## src/rtl/sync_gearbox_fifo_pkg.sv

```systemverilog
// Shared defaults, derived sizes and lane helpers for the narrow-to-wide gearbox FIFO.
package sync_gearbox_fifo_pkg;

  localparam int unsigned DSIZE_DEF = 8;
  localparam int unsigned ASIZE_DEF = 4;
  localparam int unsigned RLOG2_DEF = 2;

  localparam int unsigned DEPTH = 2 ** ASIZE_DEF;
  localparam int unsigned RATIO = 2 ** RLOG2_DEF;
  localparam int unsigned CW    = ASIZE_DEF + 1;

  // Valid-lane mask with the first n lanes set, lane 0 in the MSB bit.
  function automatic logic [31:0] lane_mask(input int unsigned n, input int unsigned ratio);
    lane_mask = '0;
    for (int unsigned i = 0; i < 32; i++) begin
      if (i < ratio && i < n) lane_mask[5'(ratio - 1 - i)] = 1'b1;
    end
  endfunction

  // Entries consumed by a read: a full word, or the residual tail while flushing.
  function automatic int unsigned take_size(input int unsigned cnt, input logic fp,
                                            input int unsigned ratio);
    if (cnt >= ratio) take_size = ratio;
    else if (fp)      take_size = cnt;
    else              take_size = 0;
  endfunction

endpackage

```

## src/rtl/sync_gearbox_fifo_ram.sv

```systemverilog
// Entry storage: one synchronous write port, RATIO combinational read lanes at wrapped addresses.
module sync_gearbox_fifo_ram
  import sync_gearbox_fifo_pkg::*;
#(
  parameter int unsigned DSIZE = DSIZE_DEF,
  parameter int unsigned ASIZE = ASIZE_DEF,
  parameter int unsigned RLOG2 = RLOG2_DEF
) (
  input  logic                          clk,
  input  logic                          we,
  input  logic [ASIZE-1:0]              waddr,
  input  logic [DSIZE-1:0]              wdata,
  input  logic [ASIZE-1:0]              raddr,
  output logic [DSIZE*(2**RLOG2)-1:0]   lanes
);

  localparam int unsigned DEP = 2 ** ASIZE;
  localparam int unsigned RAT = 2 ** RLOG2;
  localparam int unsigned WW  = DSIZE * RAT;

  logic [DSIZE-1:0] mem [DEP];

  always_ff @(posedge clk) begin
    if (we) mem[waddr] <= wdata;
  end

  // Lane 0 (oldest) lands in the MSB slice; addresses wrap modulo DEPTH.
  always_comb begin
    lanes = '0;
    for (int i = 0; i < int'(RAT); i++) begin
      lanes[WW-1-i*DSIZE -: DSIZE] = mem[raddr + ASIZE'(i)];
    end
  end

endmodule

```

## src/rtl/sync_gearbox_fifo.sv

```systemverilog
// Single-clock width-converting FIFO: DSIZE-bit writes, RATIO-lane registered reads with flush drain.
module sync_gearbox_fifo
  import sync_gearbox_fifo_pkg::*;
#(
  parameter int unsigned     DSIZE    = DSIZE_DEF,
  parameter int unsigned     ASIZE    = ASIZE_DEF,
  parameter int unsigned     RLOG2    = RLOG2_DEF,
  parameter int unsigned     AF_LEVEL = 12,
  parameter logic [DSIZE-1:0] FILL    = '0
) (
  input  logic                        clk,
  input  logic                        rst,
  input  logic                        wren,
  input  logic [DSIZE-1:0]            wdata,
  output logic                        wfull,
  output logic                        walmost_full,
  input  logic                        rden,
  output logic                        rdready,
  output logic [DSIZE*(2**RLOG2)-1:0] rdata,
  output logic [(2**RLOG2)-1:0]       rmask,
  output logic                        rvalid,
  input  logic                        flush,
  output logic [ASIZE:0]              count
);

  localparam int unsigned DEP = 2 ** ASIZE;
  localparam int unsigned RAT = 2 ** RLOG2;
  localparam int unsigned CWL = ASIZE + 1;
  localparam int unsigned WW  = DSIZE * RAT;

  logic [ASIZE-1:0] wptr;
  logic [ASIZE-1:0] rptr;
  logic             flush_pending;
  logic             flush_pending_next;
  logic [CWL-1:0]   count_next;
  logic [CWL-1:0]   take;
  logic [RAT-1:0]   take_mask;
  logic [WW-1:0]    lanes;
  logic [WW-1:0]    word_c;
  logic             wacc;
  logic             racc;

  sync_gearbox_fifo_ram #(
    .DSIZE (DSIZE),
    .ASIZE (ASIZE),
    .RLOG2 (RLOG2)
  ) u_ram (
    .clk   (clk),
    .we    (wacc),
    .waddr (wptr),
    .wdata (wdata),
    .raddr (rptr),
    .lanes (lanes)
  );

  assign rdready = (count >= CWL'(RAT)) || (flush_pending && (count != '0));
  assign wacc    = wren && !wfull;
  assign racc    = rden && rdready;

  // Take size uses the pre-update count, so a same-cycle write is never read.
  always_comb begin
    take               = CWL'(take_size(32'(count), flush_pending, RAT));
    take_mask          = RAT'(lane_mask(32'(take), RAT));
    count_next         = count + CWL'(wacc) - (racc ? take : '0);
    flush_pending_next = flush_pending;
    if (count_next == '0)       flush_pending_next = 1'b0;
    else if (flush)             flush_pending_next = 1'b1;
    word_c = '0;
    for (int i = 0; i < int'(RAT); i++) begin
      word_c[WW-1-i*DSIZE -: DSIZE] = take_mask[RAT-1-i] ? lanes[WW-1-i*DSIZE -: DSIZE] : FILL;
    end
  end

  always_ff @(posedge clk or posedge rst) begin
    if (rst) begin
      wptr          <= '0;
      rptr          <= '0;
      count         <= '0;
      flush_pending <= 1'b0;
      wfull         <= 1'b0;
      walmost_full  <= 1'b0;
      rvalid        <= 1'b0;
      rdata         <= {RAT{FILL}};
      rmask         <= '0;
    end else begin
      if (wacc) wptr <= wptr + 1'b1;
      if (racc) begin
        rptr  <= rptr + ASIZE'(take);
        rdata <= word_c;
        rmask <= take_mask;
      end
      count         <= count_next;
      flush_pending <= flush_pending_next;
      wfull         <= (count_next == CWL'(DEP)) || flush_pending_next;
      walmost_full  <= count_next >= CWL'(AF_LEVEL);
      rvalid        <= racc;
    end
  end

endmodule
```

## config.mk

```make
export PLATFORM = sky130hd
export DESIGN_NAME = sync_gearbox_fifo
export DESIGN_NICKNAME = d
export VERILOG_FILES = /design/src/rtl/sync_gearbox_fifo_pkg.sv /design/src/rtl/sync_gearbox_fifo_ram.sv /design/src/rtl/sync_gearbox_fifo.sv
export SDC_FILE = /design/constraint.sdc
export NUM_CORES = 1
export LEC_CHECK = 0
export CAP_MARGIN = 10
export CORE_UTILIZATION = 60
export DETAILED_ROUTE_END_ITERATION = 12
export PLACE_DENSITY = 0.9
export SYNTH_ARGS = -nofsm -noshare
export SYNTH_HDL_FRONTEND = slang
export SYNTH_SLANG_ARGS = --single-unit
```

## constraint.sdc

```tcl
create_clock -name clk -period 4.3 [get_ports clk]
set_clock_uncertainty 0.1 [all_clocks]
set_input_delay 1.075 -clock clk [delete_from_list [all_inputs] [get_ports clk]]
set_output_delay 1.075 -clock clk [all_outputs]
set_load 0.01 [all_outputs]
```

Yosys cells after proc, flatten, opt, wreduce, memory -nomap -nowiden
Memory sizes are Yosys's and may differ from the RTL's. A register that Yosys moved wholly into a read port is not among the register bits.
Cells that the tools add are included.
- add/subtract/negate cells: 7
- $lt $le $gt $ge: 7
- equal/unequal tests: 1
- muxes and demuxes: 15
- reductions and logical operators: 8
- operator list (operator ; number):
    $mux W8 ; 4
    $mux W5 ; 3
    $ge A5 B3 Y1 const B ; 2
    $lt A1 B5 Y1 const A ; 2
    $lt A2 B5 Y1 const A ; 2
    $add A4 B1 Y4 const B ; 2
    $add A4 B2 Y4 const B ; 2
    $mux W1 ; 8
    $add A5 B1 Y5 ; 1
    $eq A5 B5 Y1 const B ; 1
    $ge A5 B4 Y1 const B ; 1
    $logic_not A5 Y1 ; 1
    $reduce_bool A5 Y1 ; 1
    $sub A5 B5 Y5 ; 1
    $add A4 B4 Y4 ; 1
    $logic_and A1 B1 Y1 ; 3
    $logic_or A1 B1 Y1 ; 2
    $logic_not A1 Y1 ; 1
- flip-flop bits (word level): 53
- RAM bits: 128
- output and inout port bits: 45
- logic and storage cells: 48
- memories kept: 1
- memories (memory ; depth ; bits a word ; read ports ; clocked after Yosys merged registers in ; wr ports ; RTL line ; text):
    u_ram.mem ; 16 ; 8 ; 4 ; 1 ; 1 ; sync_gearbox_fifo_ram.sv:21 ; logic [DSIZE-1:0] mem [DEP];

Longest topological paths before layout
Gate-level depths: netlist of run 1.
- depth after elaboration: 9
- mapped depth: 13
- mapped depth without buffers: 13

Modules after synthesis
Synthesis of run 1 repeated with hierarchy kept, for this count alone.
- cell total of the unflattened synthesis: 659
- area, all modules: 10447.5 µm²
- by module, submodules not included (module ; times used ; cells an instance ; area an instance (µm²) ; seq. area each (µm²)):
    sync_gearbox_fifo_ram ; 1 ; 489 ; 8162.8 ; 3843.7
    sync_gearbox_fifo ; 1 ; 170 ; 2284.7 ; 1326.3

Least setup slack after synthesis of run 1
No wires, ideal clock.
- path kind: in2reg
- start point: in wren
- end point: reg wfull
- arrival time: 3.110 ns
- data required time: 4.121 ns
- setup slack: 1.010 ns
- stages: 11
- buffers on the path: 1
- path through: nor2b_1 clkbuf_1 inv_1 ha_1 inv_1 ha_1 inv_1 fa_1 inv_1 nor4_1 mux2i_1
- word-level cells in the longest chain between the ends: 6
- RTL lines (item ; RTL line ; text):
    start: declaration ; sync_gearbox_fifo.sv:13 ; input logic wren,
    $logic_and A1 B1 Y1 * ; sync_gearbox_fifo.sv:57 ; assign wacc = wren && !wfull;
    $add A5 B1 Y5 * ; sync_gearbox_fifo.sv:64 ; count_next = count + CWL'(wacc) - (racc ? take : '0);
    $sub A5 B5 Y5 * ; sync_gearbox_fifo.sv:64 ;
    net count_next[1] ; sync_gearbox_fifo.sv:35 ; logic [CWL-1:0] count_next;
    $logic_not A5 Y1 ; sync_gearbox_fifo.sv:66 ; if (count_next == '0) flush_pending_next = 1'b0;
    $mux W1 ; sync_gearbox_fifo.sv:66 ;
    $logic_or A1 B1 Y1 * ; sync_gearbox_fifo.sv:94 ; wfull <= (count_next == CWL'(DEP)) || flush_pending_next;
    end signal: assignment ; sync_gearbox_fifo.sv:94 ;
    end: declaration ; sync_gearbox_fifo.sv:15 ; output logic wfull,
The timed path passes the listed nets; every way through them passes the cells marked *.
A chain may end at the register's enable or synchronous reset.

Worst setup path in the final report of run 1
Ends and elaborated chain as after synthesis.

==> impl_metrics.toml, run 1 <==
[timing]
slew-limit-headroom_pct = 24.6
finalHoldViolCount = 0
final-setup-viol-count = 0
final.period_utilization_pct = 79.0
fin_tns_setup_ps = 0
max_slew.worst_pin.slew_ps = 1130
fmax_ghz = 0.294
fin_ws_ps = 903
rsz0062_at_grt = "false"
final_max_slew_viol_count = 0
fin_crit_ps = 3400

[synthesis]
ys_ff_latch = 181
syn-cell-area_mm2 = 0.0103
async_flop_share_pct = 29.3
syn_inst = 642
yosys_warnings = 0
ys_seq_area_share_pct = 50.2
ys.flop_type = "edfxtp_1"
synth_nets = 676
syn_avg_cell_area_um2 = 16.1
synthDistinctLibCells = 41
synth_edf_count = 128

[die]
num_rows = 47
die_h_um = 133
pin_count = 58
core_region_area_mm2 = 0.0167
start_util_pct = 61.7
die-area_mm2 = 0.0177
die_w_um = 133

[min_path]
hold_start = "rdata[7]"
worst_hold_path_type = "reg -> reg"

[final_layout]
fin_util_pct = 69.7
nets = 728
fill_cells = 1026
multi_input_comb_area_mm2 = 0.00488
num_antenna_cells = 0
drive_gt1_share_pct = 26.9
area_delta_synth_final_pct = 12.9
ff_latch_area_mm2 = 0.00517
layout_common_cells = "mux4_2, edfxtp_1, clkdlybuf4s50_1"

[flow_run]
drv_cap = 0

[pwr]
p_seq_share_pct = 27.0
pwr-share-clk_pct = 16.2
combPwrFrac_pct = 56.8
p_per_area_mw_per_mm2 = 757
ir_worst_vdd_v = 0.000455
sw_frac_of_total_pct = 39.8
internal_power_mw = 5.30
leakage_nw = 4.20
netSwitchingPower_mw = 3.50

[placement]
place.gp.congestion = 0.913
dp_slack_ps = 446
hpwl_um = 17500
io_buffers = 57

[critical_path]
worstPathMaxFanout = 3
path_class = "in -> reg"
r2r_slack_ps = 960
arrival_ps = 3650
required_ps = 4550
end_kind = "flip-flop"
startpoint_type = "input port"
r2r_start = "rptr[1]"
crit_path_start = "wren"

[detailed_routing]
drc_errors = 0
via_per_inst = 7.58
drtIter0Drc = 1037
wl_per_cell_um = 29.5
first_pass_iters = 5
vias = 7024
routed_wirelength_um = 27400
detail-route-antenna-nets = 0

[cts]
clk_pin_slew_ps = 70
ctsHoldBuffers = 0
root_buffer = "clkbuf_16"
clock_path_buffers = 2
cts_buffers = 17
cts_tree = "yes"
cts_resized = 0
h-tree-depth = 4
clk_latency_ps = 440
post-cts-setup-buffers = 0
cts_sinks = 181

[global_routing]
antenna_found_initial = 0
gr-total-overflow = 0
grt.total_usage_pct = 32.7
grt_pass1_wl_um = 41700
grt_max_degree = 49
grt_pass1_vias = 6943

[run_status]
run_status = "complete, no violations"
==> per-layer routing <==
layer  global-route usage [%]  vias up  wire length, um
met1                     41.9     3548             9110
met5                        0        -                0
met2                     53.9      626            14000
met4                     14.9        0             1280
met3                     7.24      114             2930
li1                         -     2736                -
==> power by group through the flow <==
stage	clock (mW)	sequential, mW	combinational, mW
global route	1.50	2.40	5.24
detailed placement	0	2.40	4.84
floorplan	0	2.39	3.44
global placement	0	2.39	4.69
CTS	1.43	2.37	4.94
finish	1.42	2.38	5.00
==> worst paths after layout <==
path | to | cells after the start
min reg2reg | rdata[7] | 1
min in group asynchronous | rdata[1] | 2
max reg2reg | rdata[5] | 8
max in group asynchronous | rdata[12] | 3
min | rdata[7] | 1
max | wfull | 11
==> cell families (layout without fill, tap and decap cells) <==
family	Yosys count	in the layout	share of synthesized area, %
fa+ha+maj	21	21	2.69
other cells	1	1	0.0364
xor+xnor	15	15	1.46
simple gates	127	127	5.86
flops	181	181	50.2
compound gates	63	63	4.60
mux	175	175	32.6
buf+inv	59	124	2.63
==> metrics by stage <==
| step | total power [mW] | hold slack, ps | instance area [um2] | instances |
|---|---|---|---|---|
| after global placement | 7.08 | 357 | 11100 | 895 |
| final | 8.80 | 377 | 11600 | 927 |
| after detailed placement | 7.25 | 368 | 11100 | 895 |
| after global routing | 9.14 | 393 | 11600 | 927 |
| after floorplan | 5.83 | 393 | 10300 | 642 |
| after CTS | 8.74 | 382 | 11600 | 927 |
==> worst max-delay path: stages <==
cell	delay [ps]
clkdlybuf4s50_1	450
nor2b_1	180
inv_1	120
ha_1	290
inv_1	60
ha_1	170
inv_1	70
fa_1	490
inv_1	60
nor4_1	440
mux2i_1	250
==> layout make-up <==
type	count	share of cell area, %
sequential	181	44.5
multi-input combinational	402	41.9
timing repair buffer	76	6.13
clock buffer	18	3.69
tap	220	2.37
clock inverter	14	0.893
inverter	16	0.516
==> cells in the mapped netlist (3+ instances only) <==
library cell	number	area, um2
a211o_1	9	78.8
a21o_1	10	75.1
a21oi_1	8	40.0
a22oi_1	6	45.0
a31oi_1	6	37.5
a32o_1	8	80.1
and2_1	17	106
buf_1	3	11.3
buf_2	22	110
clkbuf_1	14	52.6
dfrtp_1	53	1330
edfxtp_1	128	3840
ha_1	19	238
inv_1	13	48.8
inv_2	3	11.3
mux2_2	3	33.8
mux2i_1	44	440
mux4_2	128	2880
nand2_1	54	203
nand3_1	15	75.1
nand3b_1	6	45.0
nor2_1	15	56.3
nor3_1	9	45.0
o21ai_0	6	30.0
o221ai_1	8	70.1
xnor2_1	9	78.8
xor2_1	5	43.8
==> sequential cells by signal, indices dropped and copies added, names as in the netlist <==
register,flops
rdata,32
rptr,4
walmost_full,1
u_ram.mem,128
flush_pending,1
wfull,1
wptr,4
rvalid,1
count,5
rmask,4
(Power assumes the default switching activity.)
==> inputs of run 2 (changes only) <==
clock period = 3.32 ns   (was 4.3 ns; I/O delays follow)
==> run 2 against run 1 <==
  * Die area did not move
  * Hold slack got worse by 5.3 ps
  * Flip-flop and latch count unchanged
  * Wire length rose by 3.8%
  * Final area rose by 2.4%
  * First-iteration DRC count shrank 3.7%
  * Sequential power increased by 30%
  * Critical path depth is 1 higher
  * Power is 33% higher
  * Worst setup slack lost 650 ps
  * Cell count grew 2.0%
  * Largest power group unchanged
==> impl_metrics.toml, run 2 (synthesis results as in run 1) <==
[placement]
place_area_mm2 = 0.0113
io_buffers = 57
place_inst = 914
place.gp.congestion = 0.920
hpwl_um = 19000

[timing]
fin_tns_setup_ps = 0
fmax_ghz = 0.326
final_max_slew_viol_count = 0
rsz0062_at_grt = "false"
slew-limit-headroom_pct = 37.8
max_slew.worst_pin.slew_ps = 932
final.period_utilization_pct = 92.3
finalHoldViolCount = 0
fin_crit_ps = 3070
final-setup-viol-count = 0

[die]
die_w_um = 133
start_util_pct = 61.7
core_region_area_mm2 = 0.0167
die-area_mm2 = 0.0177
pin_count = 58
die_h_um = 133
num_rows = 47

[critical_path]
end_kind = "flip-flop"
path_class = "in -> reg"
worstPathMaxFanout = 2
required_ps = 3570
startpoint_type = "input port"
arrival_ps = 3320
r2r_slack_ps = 280

[final_layout]
nets = 747
fin_util_pct = 71.3
design_area_mm2 = 0.0119
final_cells = 946
area_delta_synth_final_pct = 15.5
fill_cells = 979
layout_common_cells = "mux4_2, edfxtp_1, clkdlybuf4s50_1"
reg_top3 = "u_ram.mem: 128 flops, rdata: 32 flops, count: 5 flops"
num_antenna_cells = 0
top_register = "u_ram.mem"
drive_gt1_share_pct = 29.2
largest_reg_flops = 128

[global_routing]
antenna_found_initial = 0
grt_pass1_vias = 7249
grt_pass1_wl_um = 43500
grt_max_degree = 82
gr-total-overflow = 0
grt.total_usage_pct = 34.2

[pwr]
p_per_area_mw_per_mm2 = 980
ir_worst_vdd_v = 0.000575
leakage_nw = 4.36

[min_path]
worst_hold_path_type = "reg -> reg"

[cts]
clock_path_buffers = 2
clk_latency_ps = 430
clk_pin_slew_ps = 70
post-cts-setup-buffers = 0
cts_sinks = 181
cts_buffers = 17
cts_tree = "yes"
root_buffer = "clkbuf_16"
h-tree-depth = 4

[detailed_routing]
via_per_inst = 7.64
first_pass_iters = 5
drtIter0Drc = 999
routed_wirelength_um = 28400
detail-route-antenna-nets = 0
vias = 7224
wl_per_cell_um = 30.0
drc_errors = 0

[flow_run]
drv_cap = 0

[run_status]
run_status = "complete, no violations"
-- run 2: what timing repair did --
item / CTS / global route
gates resized for setup: 0 / 2
endpoints found under the setup margin: 0 / 2
hold buffers: 0 / 0
-- run 2: layout make-up --
type                    instances  area (um2)  share of cell area [%]
clock buffers                  17         425                    3.57
clock inverters                15         169                    1.42
inverters                      16        60.1                   0.504
multi-input cells             402        4890                    41.0
flip-flops and latches        181        5170                    43.5
well taps                     220         275                    2.31
repair buffers                 95         918                    7.71
-- run 2: through the flow --
| step | power [mW] | worst slack (ps) | hold WS [ps] |
|---|---|---|---|
| 3_5_place_dp | 9.51 | -92.7 | 361 |
| 5_1_grt | 12.1 | 48.8 | 400 |
| 2_1_floorplan | 7.55 | 196 | 393 |
| 3_3_place_gp | 9.23 | 0.946 | 353 |
| 6_report | 11.7 | 255 | 371 |
| 4_1_cts | 11.6 | 139 | 377 |
-- run 2: power breakdown --
part / internal, mW / leakage [nW] / switching, mW / total, mW
Sequential: 2.75 / 1.78 / 0.333 / 3.09
Combinational: 3.23 / 2.28 / 3.31 / 6.55
Clock: 1.13 / 0.296 / 0.902 / 2.03
Total: 7.12 / 4.36 / 4.55 / 11.7
-- run 2: critical path: stages --
cell and delay, ps:
clkdlybuf4s50_1 450, nor2b_1 190, inv_1 90, ha_1 280, inv_1 60, ha_1 160
inv_1 60, fa_1 490, inv_1 60, nor4_1 310, buf_4 180, mux2i_1 170
-- run 2: path summary, 6_finish.rpt --
| kind | endpoint | depth (start not counted) | startpoint |
|---|---|---|---|
| worst max-delay path | wfull | 12 | wren |
| worst min-delay path | rmask[3] | 1 | rmask[3] |
| worst max register to register | wfull | 12 | count[3] |
| worst min register to register | rmask[3] | 1 | rmask[3] |
| max in group asynchronous | rptr[0] | 3 | rst |
| min in group asynchronous | rdata[7] | 2 | rst |
-- run 2: layer usage --
metal | vias up | GRT usage, % | wire [um]
met5 | - | 0 | 0
met4 | 0 | 18.1 | 1540
met3 | 154 | 6.97 | 3550
met2 | 675 | 55.8 | 14100
met1 | 3618 | 43.8 | 9170
li1 | 2777 | - | -
==> inputs of run 3 (changes only) <==
HOLD_SLACK_MARGIN = 0.03   (was not set)
==> results of run 3 <==
The final DEF is identical to that of run 2; final timing and power are the same.
